### src/rtl/sram_port_arbiter.sv
// Round-robin sharing of one LSRAM port between requester A (bus bridge) and B (test engine),
// with a pipelined read-owner tag. Define SRAM_ARB_STATS_EN to add grant/conflict statistics counters.
module sram_port_arbiter #(
   parameter int AW     = 10,
   parameter int DW     = 20,
   parameter int RD_LAT = 2,
   parameter int CNT_W  = 16
) (
   input  logic          clk,
   input  logic          rst,
   input  logic          a_req,
   input  logic          a_we,
   input  logic [AW-1:0] a_addr,
   input  logic [DW-1:0] a_wdata,
   output logic          a_gnt,
   output logic          a_rvalid,
   output logic [DW-1:0] a_rdata,
   input  logic          b_req,
   input  logic          b_we,
   input  logic [AW-1:0] b_addr,
   input  logic [DW-1:0] b_wdata,
   output logic          b_gnt,
   output logic          b_rvalid,
   output logic [DW-1:0] b_rdata,
   output logic          sram_wen,
   output logic [AW-1:0] sram_addr,
   output logic [DW-1:0] sram_wdata,
   input  logic [DW-1:0] sram_rdata
`ifdef SRAM_ARB_STATS_EN
   ,
   input  logic             stat_clr,
   output logic [CNT_W-1:0] stat_a_cnt,
   output logic [CNT_W-1:0] stat_b_cnt,
   output logic [CNT_W-1:0] stat_conf_cnt
`endif
);

   typedef enum logic {OWN_A = 1'b0, OWN_B = 1'b1} owner_e;

   owner_e          last_q, last_d;
   logic            gnt_a, gnt_b;
   logic            wen_q, wen_d;
   logic [AW-1:0]   addr_q, addr_d;
   logic [DW-1:0]   wdata_q, wdata_d;
   logic [RD_LAT:0] tag_vld_q, tag_vld_d;
   logic [RD_LAT:0] tag_own_q, tag_own_d;

   always_comb begin
      gnt_a   = 1'b0;
      gnt_b   = 1'b0;
      last_d  = last_q;
      wen_d   = 1'b0;
      addr_d  = addr_q;
      wdata_d = wdata_q;
      if (!rst) begin
         if (a_req && (!b_req || last_q == OWN_B)) begin
            gnt_a = 1'b1;
         end else if (b_req) begin
            gnt_b = 1'b1;
         end
      end
      if (gnt_a) begin
         last_d  = OWN_A;
         wen_d   = a_we;
         addr_d  = a_addr;
         wdata_d = a_wdata;
      end else if (gnt_b) begin
         last_d  = OWN_B;
         wen_d   = b_we;
         addr_d  = b_addr;
         wdata_d = b_wdata;
      end
      // Tag stage k is live in cycle N+1+k; the last stage lines up with RAM read data.
      tag_vld_d = {tag_vld_q[RD_LAT-1:0], (gnt_a & ~a_we) | (gnt_b & ~b_we)};
      tag_own_d = {tag_own_q[RD_LAT-1:0], gnt_b};
   end

   always_ff @(posedge clk) begin
      if (rst) begin
         last_q    <= OWN_B;
         wen_q     <= 1'b0;
         addr_q    <= '0;
         wdata_q   <= '0;
         tag_vld_q <= '0;
         tag_own_q <= '0;
      end else begin
         last_q    <= last_d;
         wen_q     <= wen_d;
         addr_q    <= addr_d;
         wdata_q   <= wdata_d;
         tag_vld_q <= tag_vld_d;
         tag_own_q <= tag_own_d;
      end
   end

   assign a_gnt      = gnt_a;
   assign b_gnt      = gnt_b;
   assign sram_wen   = wen_q;
   assign sram_addr  = addr_q;
   assign sram_wdata = wdata_q;
   // Returns are suppressed while reset is held so discarded reads never surface.
   assign a_rvalid   = ~rst & tag_vld_q[RD_LAT] & ~tag_own_q[RD_LAT];
   assign b_rvalid   = ~rst & tag_vld_q[RD_LAT] &  tag_own_q[RD_LAT];
   assign a_rdata    = sram_rdata;
   assign b_rdata    = sram_rdata;

`ifdef SRAM_ARB_STATS_EN
   logic [CNT_W-1:0] a_cnt_q, a_cnt_d;
   logic [CNT_W-1:0] b_cnt_q, b_cnt_d;
   logic [CNT_W-1:0] conf_cnt_q, conf_cnt_d;

   function automatic logic [CNT_W-1:0] sat_inc(input logic [CNT_W-1:0] v, input logic inc);
      return (inc && (v != {CNT_W{1'b1}})) ? v + 1'b1 : v;
   endfunction

   always_comb begin
      a_cnt_d    = sat_inc(a_cnt_q, gnt_a);
      b_cnt_d    = sat_inc(b_cnt_q, gnt_b);
      conf_cnt_d = sat_inc(conf_cnt_q, a_req & b_req);
   end

   // Clear wins over a same-cycle increment.
   always_ff @(posedge clk) begin
      if (rst || stat_clr) begin
         a_cnt_q    <= '0;
         b_cnt_q    <= '0;
         conf_cnt_q <= '0;
      end else begin
         a_cnt_q    <= a_cnt_d;
         b_cnt_q    <= b_cnt_d;
         conf_cnt_q <= conf_cnt_d;
      end
   end

   assign stat_a_cnt    = a_cnt_q;
   assign stat_b_cnt    = b_cnt_q;
   assign stat_conf_cnt = conf_cnt_q;
`endif

endmodule
### config.mk
export PLATFORM = sky130hd
export DESIGN_NAME = sram_port_arbiter
export DESIGN_NICKNAME = d
export VERILOG_FILES = /design/src/rtl/sram_port_arbiter.sv
export SDC_FILE = /design/constraint.sdc
export NUM_CORES = 1
export LEC_CHECK = 0
export ABC_CLOCK_PERIOD_IN_PS = 1900
export CAP_MARGIN = 20
export CORE_MARGIN = 1
export CORE_UTILIZATION = 33
export CTS_BUF_LIST = sky130_fd_sc_hd__clkbuf_4 sky130_fd_sc_hd__clkbuf_8 sky130_fd_sc_hd__clkbuf_16
export CTS_CLUSTER_DIAMETER = 80
export DETAILED_ROUTE_END_ITERATION = 16
export GPL_TIMING_DRIVEN = 0
export MAX_ROUTING_LAYER = met4
export PLACE_DENSITY = 0.81
export RECOVER_POWER = 100
export REMOVE_ABC_BUFFERS = 1
export SYNTH_ARGS = -nofsm -noshare
export SYNTH_HDL_FRONTEND = slang
export SYNTH_SLANG_ARGS = --single-unit
### constraint.sdc
create_clock -name clk -period 1.9 [get_ports clk]
set_input_delay 0.19 -clock clk [delete_from_list [all_inputs] [get_ports clk]]
set_output_delay 0.19 -clock clk [all_outputs]
set_load 0.01 [all_outputs]
* Yosys cells after proc, flatten, opt, wreduce, memory -nomap -nowiden *
Cells that the tools add are included.

word-level totals
  flip-flop bits (word level) = 38
  input bits = 86
  output and inout bits = 75
  word-level logic and storage cells = 33

operators by class
  multiplexer cells = 13
  bitwise operators = 10
  reductions and logical operators = 4

operator list
  kind               number
  $mux 20            2
  $mux 10            2
  $mux 1             9
  $and 1x1->1        5
  $not 1->1          4
  $reduce_bool 2->1  1
  $logic_and 1x1->1  1
  $logic_not 1->1    1
  $logic_or 1x1->1   1
  $or 1x1->1         1

* Longest topological paths before layout *
Gate-level depths: netlist of run 1.

  depth in word-level cells = 7
  mapped depth = 5
  gate-level depth less buffers = 3

* Least setup slack after synthesis of run 1 *
Ideal clock, no wire load.

  path type = register -> register
  start = register last_q
  end = register addr_q[8] (netlist: sram_addr[8])
  library setup time = 0.122 ns
  arrival time = 1.233 ns
  data required time = 1.778 ns
  setup slack = 0.545 ns
  cell stages (with the launch flop) = 6
  path buffers = 2
  period minus slack after synthesis = 1.355 ns
  cell sequence = dfxtp_1 nand2b_2 and3b_1 buf_6 buf_6 a221o_1

between the ends
  cells in the longest elaborated chain, start to end = 5
  elaborated cells between the ends (all ways) = 8
  classes of those cells = mux: 5; reduce/logical: 3

RTL lines
  item                                                 RTL line  RTL
  start, declared                                      40        owner_e last_q, last_d;
  start signal, assigned                               87        last_q <= last_d;
  $logic_or 1x1->1 *                                   56        if (a_req && (!b_req || last_q == OWN_B)) begin
  $logic_and 1x1->1 *                                  56
  $mux 1 *                                             56
  $mux 1 *                                             55        if (!rst) begin
  net a_gnt                                            15        output logic a_gnt,
  $mux 10 / $reduce_bool 2->1 (equally long branches)  --
  end signal, assigned                                 89        addr_q <= addr_d;
  end, declared                                        43        logic [AW-1:0] addr_q, addr_d;

Mark *: on every way through the listed nets, which the timed path passes. The rest lies on a longest branch.
A chain may end at the register's enable or synchronous reset.

* Worst setup path after layout of run 1 *
  start = input a_req
  end = output b_gnt

between the ends
  cells in the longest elaborated chain, start to end = 3

RTL lines
  item               RTL line  RTL
  start, declared    11        input logic a_req,
  $logic_and 1x1->1  56
  $mux 1             56
  $mux 1             55
  end, declared      22        output logic b_gnt,

Every way passes these cells.

==> report_table.html, run 1 <==
<table>
<tr><th>Metric</th><th>Value</th></tr>
<tr><th colspan="2">Floorplan</th></tr>
<tr><td>Placement row count</td><td>27</td></tr>
<tr><td>Total die area</td><td>6280 um2</td></tr>
<tr><td>Core footprint</td><td>5640 um2</td></tr>
<tr><td>Number of placed I/O pins</td><td>161</td></tr>
<tr><td>Starting density of the core</td><td>34.9%</td></tr>
<tr><td>Die extent in y</td><td>79.2 um</td></tr>
<tr><td>Horiz. Die Dim</td><td>79.2 um</td></tr>
<tr><th colspan="2">Critical path</th></tr>
<tr><td>Worst Path Required</td><td>1.71 ns</td></tr>
<tr><td>CP Cell Sequence</td><td>buf_2 -&gt; nand2_1 -&gt; and3b_1 -&gt; clkdlybuf4s50_1</td></tr>
<tr><td>Crit start category</td><td>input port</td></tr>
<tr><td>Data arrival, critical path</td><td>1.61 ns</td></tr>
<tr><td>Worst flop-to-flop path startpoint</td><td>last_q</td></tr>
<tr><td>Delay-heaviest family, CP</td><td>buffers and inverters</td></tr>
<tr><td>Critical path origin</td><td>a_req</td></tr>
<tr><td>FF-to-FF End</td><td>sram_addr[4]</td></tr>
<tr><td>CP Buf/Inv Count</td><td>2</td></tr>
<tr><td>Critical path peak fanout</td><td>34</td></tr>
<tr><td>R2R Setup Slk</td><td>0.30 ns</td></tr>
<tr><td>Category of the critical setup timing path</td><td>in2out</td></tr>
<tr><td>Highest cell delay on the worst timing path</td><td>0.51 ns</td></tr>
<tr><td>Critical Path Sink Type</td><td>output port</td></tr>
<tr><td>End of the critical path</td><td>b_gnt</td></tr>
<tr><td>Worst-case reg-to-reg path depth</td><td>4</td></tr>
<tr><td>Worst-path cell with the longest stage delay</td><td>buf_2</td></tr>
<tr><td>Number of gates on the worst path with buffers counted</td><td>4</td></tr>
<tr><th colspan="2">CTS</th></tr>
<tr><td>CTS tree</td><td>done</td></tr>
<tr><td>Worst-skew pair later-pin latency</td><td>0.29 ns</td></tr>
<tr><td>CTS clock-pin slew for the worst setup and hold paths</td><td>0.08 ns</td></tr>
<tr><td>Depth of the CTS H-tree</td><td>2</td></tr>
<tr><td>Clock sink count</td><td>38</td></tr>
<tr><td>Total clock buffers created by CTS</td><td>5</td></tr>
<tr><td>Max clock buf depth</td><td>2</td></tr>
<tr><td>Clock tree root driver cell</td><td>clkbuf_8</td></tr>
<tr><th colspan="2">Detailed routing</th></tr>
<tr><td>Post-route DRC</td><td>0</td></tr>
<tr><td>DR vias/cell</td><td>5.53</td></tr>
<tr><td>Iteration-0 DRC count of the detailed router</td><td>64</td></tr>
<tr><td>Count of vias placed by the detailed router</td><td>1851</td></tr>
<tr><td>Number of antenna-violating nets in the routed design</td><td>0</td></tr>
<tr><td>Routed length per instance</td><td>20.1 um</td></tr>
<tr><td>Number of detailed-routing iterations run before antenna repair</td><td>4</td></tr>
<tr><td>Total Routed Length</td><td>6740 um</td></tr>
<tr><th colspan="2">Layout</th></tr>
<tr><td>Ant diodes</td><td>0</td></tr>
<tr><td>Synth-to-layout area growth</td><td>45.6%</td></tr>
<tr><td>Highest-count cells in the layout ignoring fill and taps</td><td>clkdlybuf4s50_1, dfxtp_1, dlygate4sd3_1</td></tr>
<tr><td>Most common cell after layout, fill and taps aside</td><td>clkdlybuf4s50_1</td></tr>
<tr><td>Nets@finish</td><td>348</td></tr>
<tr><td>Share of layout cells above drive strength 1</td><td>7.60%</td></tr>
<tr><th colspan="2">Global route</th></tr>
<tr><td>Initial antenna violation count</td><td>0</td></tr>
<tr><td>GRT Util Overall</td><td>22.4%</td></tr>
<tr><td>Vias in the first global route</td><td>1879</td></tr>
<tr><td>Largest net degree at the start of global routing</td><td>35</td></tr>
<tr><td>First-pass GRT wire length</td><td>10200 um</td></tr>
<tr><td>Remaining global-route overflow</td><td>0</td></tr>
<tr><th colspan="2">STA</th></tr>
<tr><td>Final max-slew violation count</td><td>0</td></tr>
<tr><td>Final Skew</td><td>0.00759 ns</td></tr>
<tr><td>Number of endpoints failing setup at the final stage</td><td>0</td></tr>
<tr><td>Max-slew headroom at the worst pin</td><td>53.6%</td></tr>
<tr><td>Final-report hold violation count</td><td>0</td></tr>
<tr><td>Min Clock Period, post-route</td><td>1.80 ns</td></tr>
<tr><td>Fmax</td><td>554 MHz</td></tr>
<tr><td>Sum of negative setup slack</td><td>0 ns</td></tr>
<tr><td>Final period util</td><td>94.9%</td></tr>
<tr><td>RSZ-0062 raised after global routing</td><td>no</td></tr>
<tr><td>Worst-Margin Slew</td><td>0.692 ns</td></tr>
<tr><th colspan="2">Place</th></tr>
<tr><td>Last weighted congestion value of the routability-driven placer</td><td>0.687</td></tr>
<tr><td>Input/output buffers</td><td>100</td></tr>
<tr><td>Detail Placement HPWL</td><td>4720 um</td></tr>
<tr><th colspan="2">Run status</th></tr>
<tr><td>Run status</td><td>finished clean</td></tr>
<tr><th colspan="2">Flow run</th></tr>
<tr><td>Number of maximum-capacitance constraint violations</td><td>0</td></tr>
<tr><th colspan="2">Power</th></tr>
<tr><td>Power share of the sequential group</td><td>41.3%</td></tr>
<tr><td>Static Leak</td><td>1.23 nW</td></tr>
<tr><td>Clk network pwr share</td><td>38.3%</td></tr>
<tr><td>Internal Pwr Total</td><td>1.65 mW</td></tr>
<tr><td>Power per Cell Area</td><td>755 nW/um2</td></tr>
<tr><td>Psw</td><td>0.511 mW</td></tr>
<tr><td>Overall power of the completed layout</td><td>2.16 mW</td></tr>
<tr><td>Combinational power share</td><td>20.4%</td></tr>
<tr><td>Worst voltage drop across the vdd grid</td><td>0.000322 V</td></tr>
<tr><td>Switch share</td><td>23.6%</td></tr>
<tr><th colspan="2">Synthesis</th></tr>
<tr><td>Unique masters post-synth</td><td>18</td></tr>
<tr><td>Area contributors post-synth</td><td>dfxtp_1, a221o_1, buf_4, a2111oi_0, inv_1</td></tr>
<tr><td>Post-synth top area share</td><td>38.7%</td></tr>
<tr><td>Mapped Area</td><td>1970 um2</td></tr>
<tr><td>Warning count from the yosys run</td><td>0</td></tr>
<tr><td>Syn_area_per_cell</td><td>9.51 um2</td></tr>
<tr><td>Synthesis-stage register bit count</td><td>38</td></tr>
<tr><td>Sequential element share of the synthesized area</td><td>38.7%</td></tr>
<tr><td>Cell taking the most area after synthesis</td><td>dfxtp_1</td></tr>
<tr><td>Gate Count Post-Synth</td><td>207</td></tr>
<tr><th colspan="2">Hold path</th></tr>
<tr><td>Path type of the worst min-delay path</td><td>in2reg</td></tr>
</table>
-- worst reg2reg max path: stages, from the launching register on --
cell	delay, ns
dfxtp_1	0.35
nand2b_1	0.20
clkbuf_2	0.29
a2111oi_0	0.52
a221o_1	0.17
-- power groups by stage --
stage          clock, mW  combinational (mW)  sequential [mW]
3_5_place_dp           0               0.465            0.910
3_3_place_gp           0               0.436            0.910
5_1_grt            0.883               0.474            0.900
6_report           0.830               0.440            0.894
4_1_cts            0.853               0.472            0.896
2_1_floorplan          0               0.110            0.936
-- Yosys cell counts --
| cell type | n |
|---|---|
| and3b_1 | 4 |
| nor3_1 | 1 |
| a2111oi_0 | 30 |
| o21ai_0 | 1 |
| dfxtp_1 | 38 |
| nand2b_2 | 1 |
| nor2_1 | 1 |
| clkbuf_1 | 15 |
| nor3b_1 | 1 |
| clkbuf_2 | 1 |
| inv_1 | 32 |
| buf_6 | 4 |
| nand2b_1 | 1 |
| a22o_1 | 2 |
| nor2b_1 | 4 |
| nand2_1 | 1 |
| a221o_1 | 30 |
| buf_4 | 40 |
-- layer usage --
metal | vias up | share of wire [%] | track usage (%)
met2 | 116 | 46 | 33.1
li1 | 839 | - | -
met1 | 891 | 43 | 26.8
met5 | - | 0 | -
met3 | 5 | 11 | 12.1
met4 | 0 | 0.62 | 4.91
-- registers in the layout, indices dropped and copies added (netlist names) --
| register | cells |
|---|---|
| sram_wdata | 20 |
| last_q | 1 |
| sram_wen | 1 |
| tag_own_q | 3 |
| sram_addr | 10 |
| tag_vld_q | 3 |
-- how the worst min path moves through the flow --
| stage | cells past startpoint | startpoint | end |
|---|---|---|---|
| after floorplan | 1 | rst | tag_own_q[1] |
| after global placement | 0 | sram_rdata[15] | b_rdata[15] |
| after detailed placement | 0 | sram_rdata[15] | b_rdata[15] |
| after CTS | 2 | rst | tag_vld_q[2] |
| after global routing | 2 | rst | tag_vld_q[1] |
| final | 2 | rst | tag_vld_q[1] |
-- per-stage QoR --
| stage | area, um2 | cells | setup WS (ns) | utilization [%] | hold slack [ns] |
|---|---|---|---|---|---|
| 2_1_floorplan | 1560 | 147 | -0.275 | - | 0.262 |
| 6_report | 2870 | 335 | 0.0961 | 50.8 | 0.301 |
| 5_1_grt | 2870 | 335 | 0.0242 | 50.8 | 0.308 |
| 3_5_place_dp | 2740 | 324 | -1.29 | 48.6 | 0.380 |
| 4_1_cts | 2900 | 335 | 0.123 | 51.4 | 0.288 |
| 3_3_place_gp | 2650 | 319 | -2.78 | 47.0 | 0.380 |
-- repair_timing --
item,4_1_cts,5_1_grt
setup buffers,2,0
endpoints found under the setup margin,36,0
hold buffers,0,0
gates resized for setup,16,0
-- cells by family (layout without fill, tap and decap cells) --
| group | after synthesis | after routing | synth area share [%] |
|---|---|---|---|
| flops | 38 | 38 | 38.7 |
| buf+inv | 92 | 147 | 26.8 |
| compound gates | 63 | 63 | 29.8 |
| simple gates | 14 | 15 | 4.83 |
-- layout make-up --
| type | instances | area, um2 |
|---|---|---|
| Sequential cell | 38 | 761 |
| Tap cell | 72 | 90.1 |
| Clock inverter | 3 | 68.8 |
| Clock buffer | 5 | 68.8 |
| Inverter | 32 | 120 |
| Fill cell | 533 | 2780 |
| Timing Repair Buffer | 107 | 1060 |
| Multi-Input combinational cell | 78 | 696 |
(Power assumes the default switching activity.)
==> inputs of run 2 (changes only) <==
--- a/config.mk
+++ b/config.mk
@@ -13,6 +13,7 @@
 export CTS_CLUSTER_DIAMETER = 80
 export DETAILED_ROUTE_END_ITERATION = 16
 export GPL_TIMING_DRIVEN = 0
+export HOLD_SLACK_MARGIN = 0.12
 export MAX_ROUTING_LAYER = met4
 export PLACE_DENSITY = 0.81
 export RECOVER_POWER = 100
==> results of run 2 <==
No change in the layout: final DEF, timing and power equal those of run 1.
